<file path="config.mk">
export PLATFORM = sky130hd
export DESIGN_NAME = mac_pipe_flat
export DESIGN_NICKNAME = d
export VERILOG_FILES = /design/src/rtl/mac_pipe_if.sv /design/src/rtl/mac_pipe.sv /design/src/flat_wrapper.sv
export SDC_FILE = /design/constraint.sdc
export NUM_CORES = 1
export LEC_CHECK = 0
export CAP_MARGIN = 20
export CORE_AREA = 2 2 108 110
export DETAILED_ROUTE_END_ITERATION = 8
export DIE_AREA = 0 0 110 112
export PLACE_DENSITY = 0.76
export SYNTH_ARGS = -nofsm -noshare
export SYNTH_HDL_FRONTEND = slang
export SYNTH_SLANG_ARGS = --single-unit
</file>
<file path="constraint.sdc">
create_clock -name clock -period 6.71 [get_ports clock]
set_clock_uncertainty 0.05 [all_clocks]
set_input_delay 1.342 -clock clock [delete_from_list [all_inputs] [get_ports clock]]
set_output_delay 1.342 -clock clock [all_outputs]
set_load 0.005 [all_outputs]
</file>
<file path="src/rtl/mac_pipe_if.sv">
// mac_pipe_if: operand/result bundle for the pipelined multiply-add/accumulate unit
interface mac_pipe_if #(
  parameter int SIZE_IN  = 8,
  parameter int SIZE_OUT = 20
);
  logic                in_valid;
  logic                mode;
  logic                acc_clear;
  logic [SIZE_IN-1:0]  A;
  logic [SIZE_IN-1:0]  B;
  logic [SIZE_IN-1:0]  C;
  logic [SIZE_OUT-1:0] Umm;
  logic [SIZE_OUT-1:0] data_out;
  logic                out_valid;
  logic                sat;
  modport master (
    output in_valid, mode, acc_clear, A, B, C,
    input  Umm, data_out, out_valid, sat
  );
  modport slave (
    input  in_valid, mode, acc_clear, A, B, C,
    output Umm, data_out, out_valid, sat
  );
endinterface

</file>
<file path="src/rtl/mac_pipe.sv">
// mac_pipe: two-stage A*B+C / saturating A*B accumulate pipeline
module mac_pipe #(
  parameter int SIZE_IN  = 8,
  parameter int SIZE_OUT = 20,
  parameter bit SIGNED   = 0
) (
  input logic       clock,
  input logic       reset,
  mac_pipe_if.slave bus
);
  localparam int PW = 2*SIZE_IN+1;
  localparam int EW = 2*SIZE_IN+2;
  localparam int W  = SIZE_OUT+2;
  localparam logic signed [W-1:0] ONE = 1;
  localparam logic signed [W-1:0] HI  = SIGNED ? (ONE <<< (SIZE_OUT-1)) - ONE : (ONE <<< SIZE_OUT) - ONE;
  localparam logic signed [W-1:0] LO  = SIGNED ? -(ONE <<< (SIZE_OUT-1)) : '0;
  if (SIZE_OUT < 2*SIZE_IN+1) begin : g_bad_width
    $error("mac_pipe: SIZE_OUT must be at least 2*SIZE_IN+1");
  end
  function automatic logic signed [EW-1:0] ext_in(input logic [SIZE_IN-1:0] v);
    return SIGNED ? EW'($signed(v)) : EW'(v);
  endfunction
  function automatic logic signed [W-1:0] ext_out(input logic [SIZE_OUT-1:0] v);
    return SIGNED ? W'($signed(v)) : W'(v);
  endfunction
  logic signed [PW-1:0] prod;
  logic [SIZE_IN-1:0]   c_d;
  logic                 mode_d, clr_d, v1;
  logic [SIZE_OUT-1:0]  acc, c_x, add, res;
  logic signed [W-1:0]  sum;
  logic                 over, under;
  // the product always fits in 2*SIZE_IN+1 signed bits, so sign extension also serves the unsigned case
  always_comb prod = PW'(ext_in(bus.A) * ext_in(bus.B));
  // result select: plain add for mode 0 and seeds, clamped running sum otherwise
  always_comb begin
    c_x   = SIGNED ? SIZE_OUT'($signed(c_d)) : SIZE_OUT'(c_d);
    add   = bus.Umm + c_x;
    sum   = ext_out(acc) + ext_out(bus.Umm);
    over  = sum > HI;
    under = sum < LO;
    res   = (mode_d && !clr_d) ? (over ? HI[SIZE_OUT-1:0] : under ? LO[SIZE_OUT-1:0] : sum[SIZE_OUT-1:0]) : add;
  end
  // stage 1: register product and carry C/mode/acc_clear alongside it
  always_ff @(posedge clock)
    if (reset) begin
      v1      <= 1'b0;
      bus.Umm <= '0;
      c_d     <= '0;
      mode_d  <= 1'b0;
      clr_d   <= 1'b0;
    end else begin
      v1 <= bus.in_valid;
      if (bus.in_valid) begin
        bus.Umm <= SIZE_OUT'(prod);
        c_d     <= bus.C;
        mode_d  <= bus.mode;
        clr_d   <= bus.acc_clear;
      end
    end
  // stage 2: publish result; only mode-1 samples touch the accumulator and sticky flag
  always_ff @(posedge clock)
    if (reset) begin
      bus.out_valid <= 1'b0;
      bus.data_out  <= '0;
      bus.sat       <= 1'b0;
      acc           <= '0;
    end else begin
      bus.out_valid <= v1;
      if (v1) begin
        bus.data_out <= res;
        if (mode_d) begin
          acc     <= res;
          bus.sat <= clr_d ? 1'b0 : (bus.sat | over | under);
        end
      end
    end
endmodule

</file>
<file path="src/flat_wrapper.sv">
// flat-port wrapper written by rule: the top's interface ports become plain ports
module mac_pipe_flat 
#(
  parameter int SIZE_IN  = 8,
  parameter int SIZE_OUT = 20,
  parameter bit SIGNED   = 0
)
  (clock, reset, bus_in_valid, bus_mode, bus_acc_clear, bus_A, bus_B, bus_C, bus_Umm, bus_data_out, bus_out_valid, bus_sat);
  mac_pipe_if #(.SIZE_IN(SIZE_IN), .SIZE_OUT(SIZE_OUT)) bus_i ();
  input logic clock;
  input logic reset;
  input wire logic [$bits(bus_i.in_valid)-1:0] bus_in_valid;
  input wire logic [$bits(bus_i.mode)-1:0] bus_mode;
  input wire logic [$bits(bus_i.acc_clear)-1:0] bus_acc_clear;
  input wire logic [$bits(bus_i.A)-1:0] bus_A;
  input wire logic [$bits(bus_i.B)-1:0] bus_B;
  input wire logic [$bits(bus_i.C)-1:0] bus_C;
  output wire logic [$bits(bus_i.Umm)-1:0] bus_Umm;
  output wire logic [$bits(bus_i.data_out)-1:0] bus_data_out;
  output wire logic [$bits(bus_i.out_valid)-1:0] bus_out_valid;
  output wire logic [$bits(bus_i.sat)-1:0] bus_sat;
  assign bus_i.in_valid = bus_in_valid;
  assign bus_i.mode = bus_mode;
  assign bus_i.acc_clear = bus_acc_clear;
  assign bus_i.A = bus_A;
  assign bus_i.B = bus_B;
  assign bus_i.C = bus_C;
  assign bus_Umm = bus_i.Umm;
  assign bus_data_out = bus_i.data_out;
  assign bus_out_valid = bus_i.out_valid;
  assign bus_sat = bus_i.sat;
  mac_pipe #(.SIZE_IN(SIZE_IN), .SIZE_OUT(SIZE_OUT), .SIGNED(SIGNED)) u_core (.clock(clock), .reset(reset), .bus(bus_i));
endmodule
</file>
==> impl_results.html <==
<table>
<tr><th>Metric</th><th>Value</th></tr>
<tr><th colspan="2">Outcome</th></tr>
<tr><td>Run status</td><td>finished clean</td></tr>
<tr><th colspan="2">Drt</th></tr>
<tr><td>Routed length per instance</td><td>16.0 microns</td></tr>
<tr><td>Wirelength, routed</td><td>15,100 microns</td></tr>
<tr><td>Remaining number of nets flagged by the antenna check after routing</td><td>0</td></tr>
<tr><td>Drc violations</td><td>0</td></tr>
<tr><td>Routed via count</td><td>5,470</td></tr>
<tr><td>Mean number of vias per cell</td><td>5.81</td></tr>
<tr><td>First-pass detailed-route iteration total</td><td>5</td></tr>
<tr><td>Drt first-iter violations</td><td>283</td></tr>
<tr><th colspan="2">Yosys</th></tr>
<tr><td>Cell count after synthesis</td><td>739</td></tr>
<tr><td>Number of distinct standard cells referenced by the synthesized netlist</td><td>68</td></tr>
<tr><td>Number of enable-type register cells in the synthesized netlist</td><td>0</td></tr>
<tr><td>Flip-flop and latch count after synthesis</td><td>69</td></tr>
<tr><td>Top cells by area in the synthesized netlist</td><td>dfxtp_1, fa_1, ha_1, and2_1, inv_1</td></tr>
<tr><td>Count of synthesis-stage warnings from yosys</td><td>0</td></tr>
<tr><td>Share of flip-flops with an asynchronous set or reset after synthesis</td><td>0</td></tr>
<tr><td>Share of the yosys chip area belonging to registers</td><td>0.220</td></tr>
<tr><td>Top_reg_cell synth</td><td>dfxtp_1</td></tr>
<tr><td>Share of the synthesized area in the top cell type</td><td>0.220</td></tr>
<tr><td>Cell taking the most area after synthesis</td><td>dfxtp_1</td></tr>
<tr><td>Area of the mapped netlist</td><td>0.00629 sq mm</td></tr>
<tr><td>Post-Synthesis Mean Instance Area</td><td>8.51 sq um</td></tr>
<tr><th colspan="2">Min path</th></tr>
<tr><td>Worst hold path type</td><td>flop to flop</td></tr>
<tr><td>Hold path depth</td><td>2</td></tr>
<tr><th colspan="2">Die</th></tr>
<tr><td>Height of the die</td><td>112 microns</td></tr>
<tr><td>Horizontal extent of the die</td><td>110 microns</td></tr>
<tr><td>Starting density of the core</td><td>0.563</td></tr>
<tr><td>I/O Pins</td><td>71</td></tr>
<tr><td>Site Rows</td><td>39</td></tr>
<tr><td>Core area</td><td>0.0112 sq mm</td></tr>
<tr><td>Die footprint</td><td>0.0123 sq mm</td></tr>
<tr><th colspan="2">Finish</th></tr>
<tr><td>Antenna diodes</td><td>0</td></tr>
<tr><td>Area Growth Syn to Fin</td><td>16.9%</td></tr>
<tr><td>Final #Nets</td><td>921</td></tr>
<tr><td>Number of filler cells placed in the layout</td><td>943</td></tr>
<tr><td>Share of cells above drive strength 1</td><td>0.0563</td></tr>
<tr><th colspan="2">STA</th></tr>
<tr><td>Worst slew margin relative to its limit</td><td>0.390</td></tr>
<tr><td>RSZ-0062 raised after global routing</td><td>false</td></tr>
<tr><td>Period minus WS final</td><td>5.82 ns</td></tr>
<tr><td>Aggregate negative setup slack</td><td>0 ns</td></tr>
<tr><td>Transition time of the tightest slew-check pin</td><td>0.914 ns</td></tr>
<tr><td>Highest clock frequency the design can meet</td><td>172 MHz</td></tr>
<tr><td>Post-route fraction of the period consumed by the critical path</td><td>0.867</td></tr>
<tr><td>Final critical-path setup slack</td><td>0.891 ns</td></tr>
<tr><td>Final Hold Vio Count</td><td>0</td></tr>
<tr><td>Final setup violation count</td><td>0</td></tr>
<tr><td>Post-route worst hold slack</td><td>0.413 ns</td></tr>
<tr><td>Pins Over Slew Limit</td><td>0</td></tr>
<tr><th colspan="2">Setup path</th></tr>
<tr><td>Crit path top cell by count</td><td>fa_1</td></tr>
<tr><td>Critical-path cell with the highest stage delay</td><td>or4b_2</td></tr>
<tr><td>Data required time of the worst path</td><td>6.90 ns</td></tr>
<tr><td>Startpoint-to-endpoint class of the critical path</td><td>primary input to flop</td></tr>
<tr><td>Endpoint arrival time on the critical path</td><td>6.01 ns</td></tr>
<tr><td>Number of gates on the worst path with buffers counted</td><td>15</td></tr>
<tr><td>Delay of the slowest cell on the worst path</td><td>0.61 ns</td></tr>
<tr><td>Largest fanout on the critical path</td><td>8</td></tr>
<tr><td>Logic depth of the worst register-to-register path</td><td>10</td></tr>
<tr><td>Critical path, cell by cell</td><td>clkdlybuf4s50_1, and2_1, fa_1, fa_1, inv_1, fa_1, fa_1, inv_1, ha_1, o21a_1, o21ai_0, a21oi_1, a21oi_1, or4b_2, o311ai_0</td></tr>
<tr><td>Number of buffers and inverters on the critical path</td><td>3</td></tr>
<tr><td>Type of destination of the critical path</td><td>flop</td></tr>
<tr><td>Launching element type of the critical path</td><td>primary input</td></tr>
<tr><td>Family with the most delay on the worst path</td><td>adder cells</td></tr>
<tr><th colspan="2">Clock tree</th></tr>
<tr><td>CTS Buf Count</td><td>9</td></tr>
<tr><td>Cell chosen for the clock root</td><td>clkbuf_16</td></tr>
<tr><td>Number of clock sinks</td><td>69</td></tr>
<tr><td>Worst-case clock buffer depth</td><td>2</td></tr>
<tr><td>TritonCTS clock tree</td><td>built</td></tr>
<tr><td>Clock-pin slew reported for the worst setup and hold paths after clock tree synthesis</td><td>0.05 ns</td></tr>
<tr><td>Number of post-CTS setup repair buffers</td><td>0</td></tr>
<tr><td>Post-CTS resize count</td><td>0</td></tr>
<tr><td>Clock latency of the later-clocked register in the worst-skew pair</td><td>0.34 ns</td></tr>
<tr><td>H-tree level count</td><td>3</td></tr>
<tr><td>Cts-stage hold buffer count</td><td>0</td></tr>
<tr><th colspan="2">Placement</th></tr>
<tr><td>Post-detailed-placement half-perimeter wirelength</td><td>11,600 microns</td></tr>
<tr><td>Post-placement worst setup slack</td><td>0.545 ns</td></tr>
<tr><td>Routability-driven placement congestion ratio</td><td>0.956</td></tr>
<tr><td>Number of port buffers</td><td>66</td></tr>
<tr><th colspan="2">Pwr</th></tr>
<tr><td>Maximum VDD drop</td><td>0.140 mV</td></tr>
<tr><td>Leakage</td><td>3.21 nW</td></tr>
<tr><td>Power per Cell Area</td><td>247 mW/mm^2</td></tr>
<tr><th colspan="2">Global route</th></tr>
<tr><td>First-pass GRT wire length</td><td>25,400 microns</td></tr>
<tr><td>Total grt overflow</td><td>0</td></tr>
<tr><td>Pin count of the biggest net entering global routing</td><td>46</td></tr>
<tr><td>Antenna violations before repair</td><td>0</td></tr>
<tr><td>Global-route usage over all layers</td><td>0.259</td></tr>
<tr><td>Via count of the first global-routing pass</td><td>5,252</td></tr>
<tr><th colspan="2">Flow run</th></tr>
<tr><td>Max-cap viol count</td><td>0</td></tr>
</table>
==> sequential cells by signal (all words and copies together), names as in the netlist <==
register,count
u_core.c_d,8
u_core.acc,20
u_core.mode_d,1
u_core.v1,1
u_core.bus.data_out,20
u_core.bus.sat,1
u_core.bus.Umm,16
u_core.bus.out_valid,1
u_core.clr_d,1
==> routing by layer <==
metal  routed length [microns]  share of wire  GRT usage  vias to the layer above
met2                      7430           0.49      0.438                      159
met3                       814          0.054     0.0322                       22
met1                      6620           0.44      0.340                     2625
met5                         0              0          0                        -
li1                          -              -          -                     2664
met4                       235          0.016     0.0827                        0
==> cell usage in the layout, fill, tap and decap left out, types with 22 or more instances in the layout <==
cell / netlist / layout
dfxtp_1: 69 / 69
fa_1: 38 / 38
clkdlybuf4s50_1: 0 / 65
and2_1: 53 / 53
a21oi_1: 48 / 48
mux2i_1: 22 / 22
nor2_1: 61 / 61
ha_1: 60 / 60
nand2_1: 57 / 57
inv_1: 72 / 72
==> final timing paths <==
path                          start            endpoint  slack (ns)
hold reg to reg       u_core.acc[6]       u_core.acc[6]        0.41
setup / recovery           bus_B[4]  u_core.bus.Umm[13]        0.89
setup reg to reg  u_core.bus.Umm[0]       u_core.acc[9]        3.50
hold / removal        u_core.acc[6]       u_core.acc[6]        0.41
==> Yosys cell counts, types with 16 or more instances <==
cell and instances:
inv_1 72, dfxtp_1 69, nor2_1 61, ha_1 60, nand2_1 57, and2_1 53, a21oi_1 48, fa_1 38
mux2i_1 22, o21ai_0 20, xnor2_1 20, nand2b_1 19, clkbuf_1 18, nand3_1 16
==> final cells by class <==
class | count | area [sq um] | share of cell area
inverters | 72 | 270 | 0.0367
multi-input cells | 571 | 4510 | 0.613
repair buffers | 71 | 693 | 0.0942
well taps | 143 | 179 | 0.0243
clock inverters | 6 | 86.3 | 0.0117
flip-flops and latches | 69 | 1380 | 0.188
clock buffers | 10 | 239 | 0.0325
==> where the power goes <==
group | total (mW) | internal [mW] | leakage (nW) | switching (mW)
sequential | 0.508 | 0.451 | 0.563 | 0.0573
combinational | 0.797 | 0.370 | 2.49 | 0.427
clock | 0.514 | 0.334 | 0.158 | 0.180
==> worst min-delay path, delay by kind of cell, from the launching register on <==
family	cells	cell delay, ns
AOI/OAI and AO/OA	1	0.05
DFF	1	0.31
and+or+nand+nor	1	0.06
==> cell families after synthesis <==
| group | after synthesis | share of synthesized area |
|---|---|---|
| AND/OR/NAND/NOR | 251 | 0.208 |
| AO/OA/AOI/OAI | 162 | 0.183 |
| buffers and inverters | 102 | 0.0660 |
| adder cells (fa/ha/maj) | 98 | 0.240 |
| flip-flops | 69 | 0.220 |
| XOR/XNOR | 33 | 0.0459 |
| multiplexers | 23 | 0.0368 |
| other | 1 | 0.000596 |
==> through the flow <==
step                std cells  instance area (sq um)   util  total power [mW]
floorplan                 742                   6300      -              1.08
global placement          926                   7030  0.629              1.28
detailed placement        926                   7030  0.629              1.31
CTS                       942                   7360  0.658              1.82
global route              942                   7360  0.658              1.95
finish                    942                   7360  0.658              1.82
Note: power is estimated with default switching activity, not from simulation.
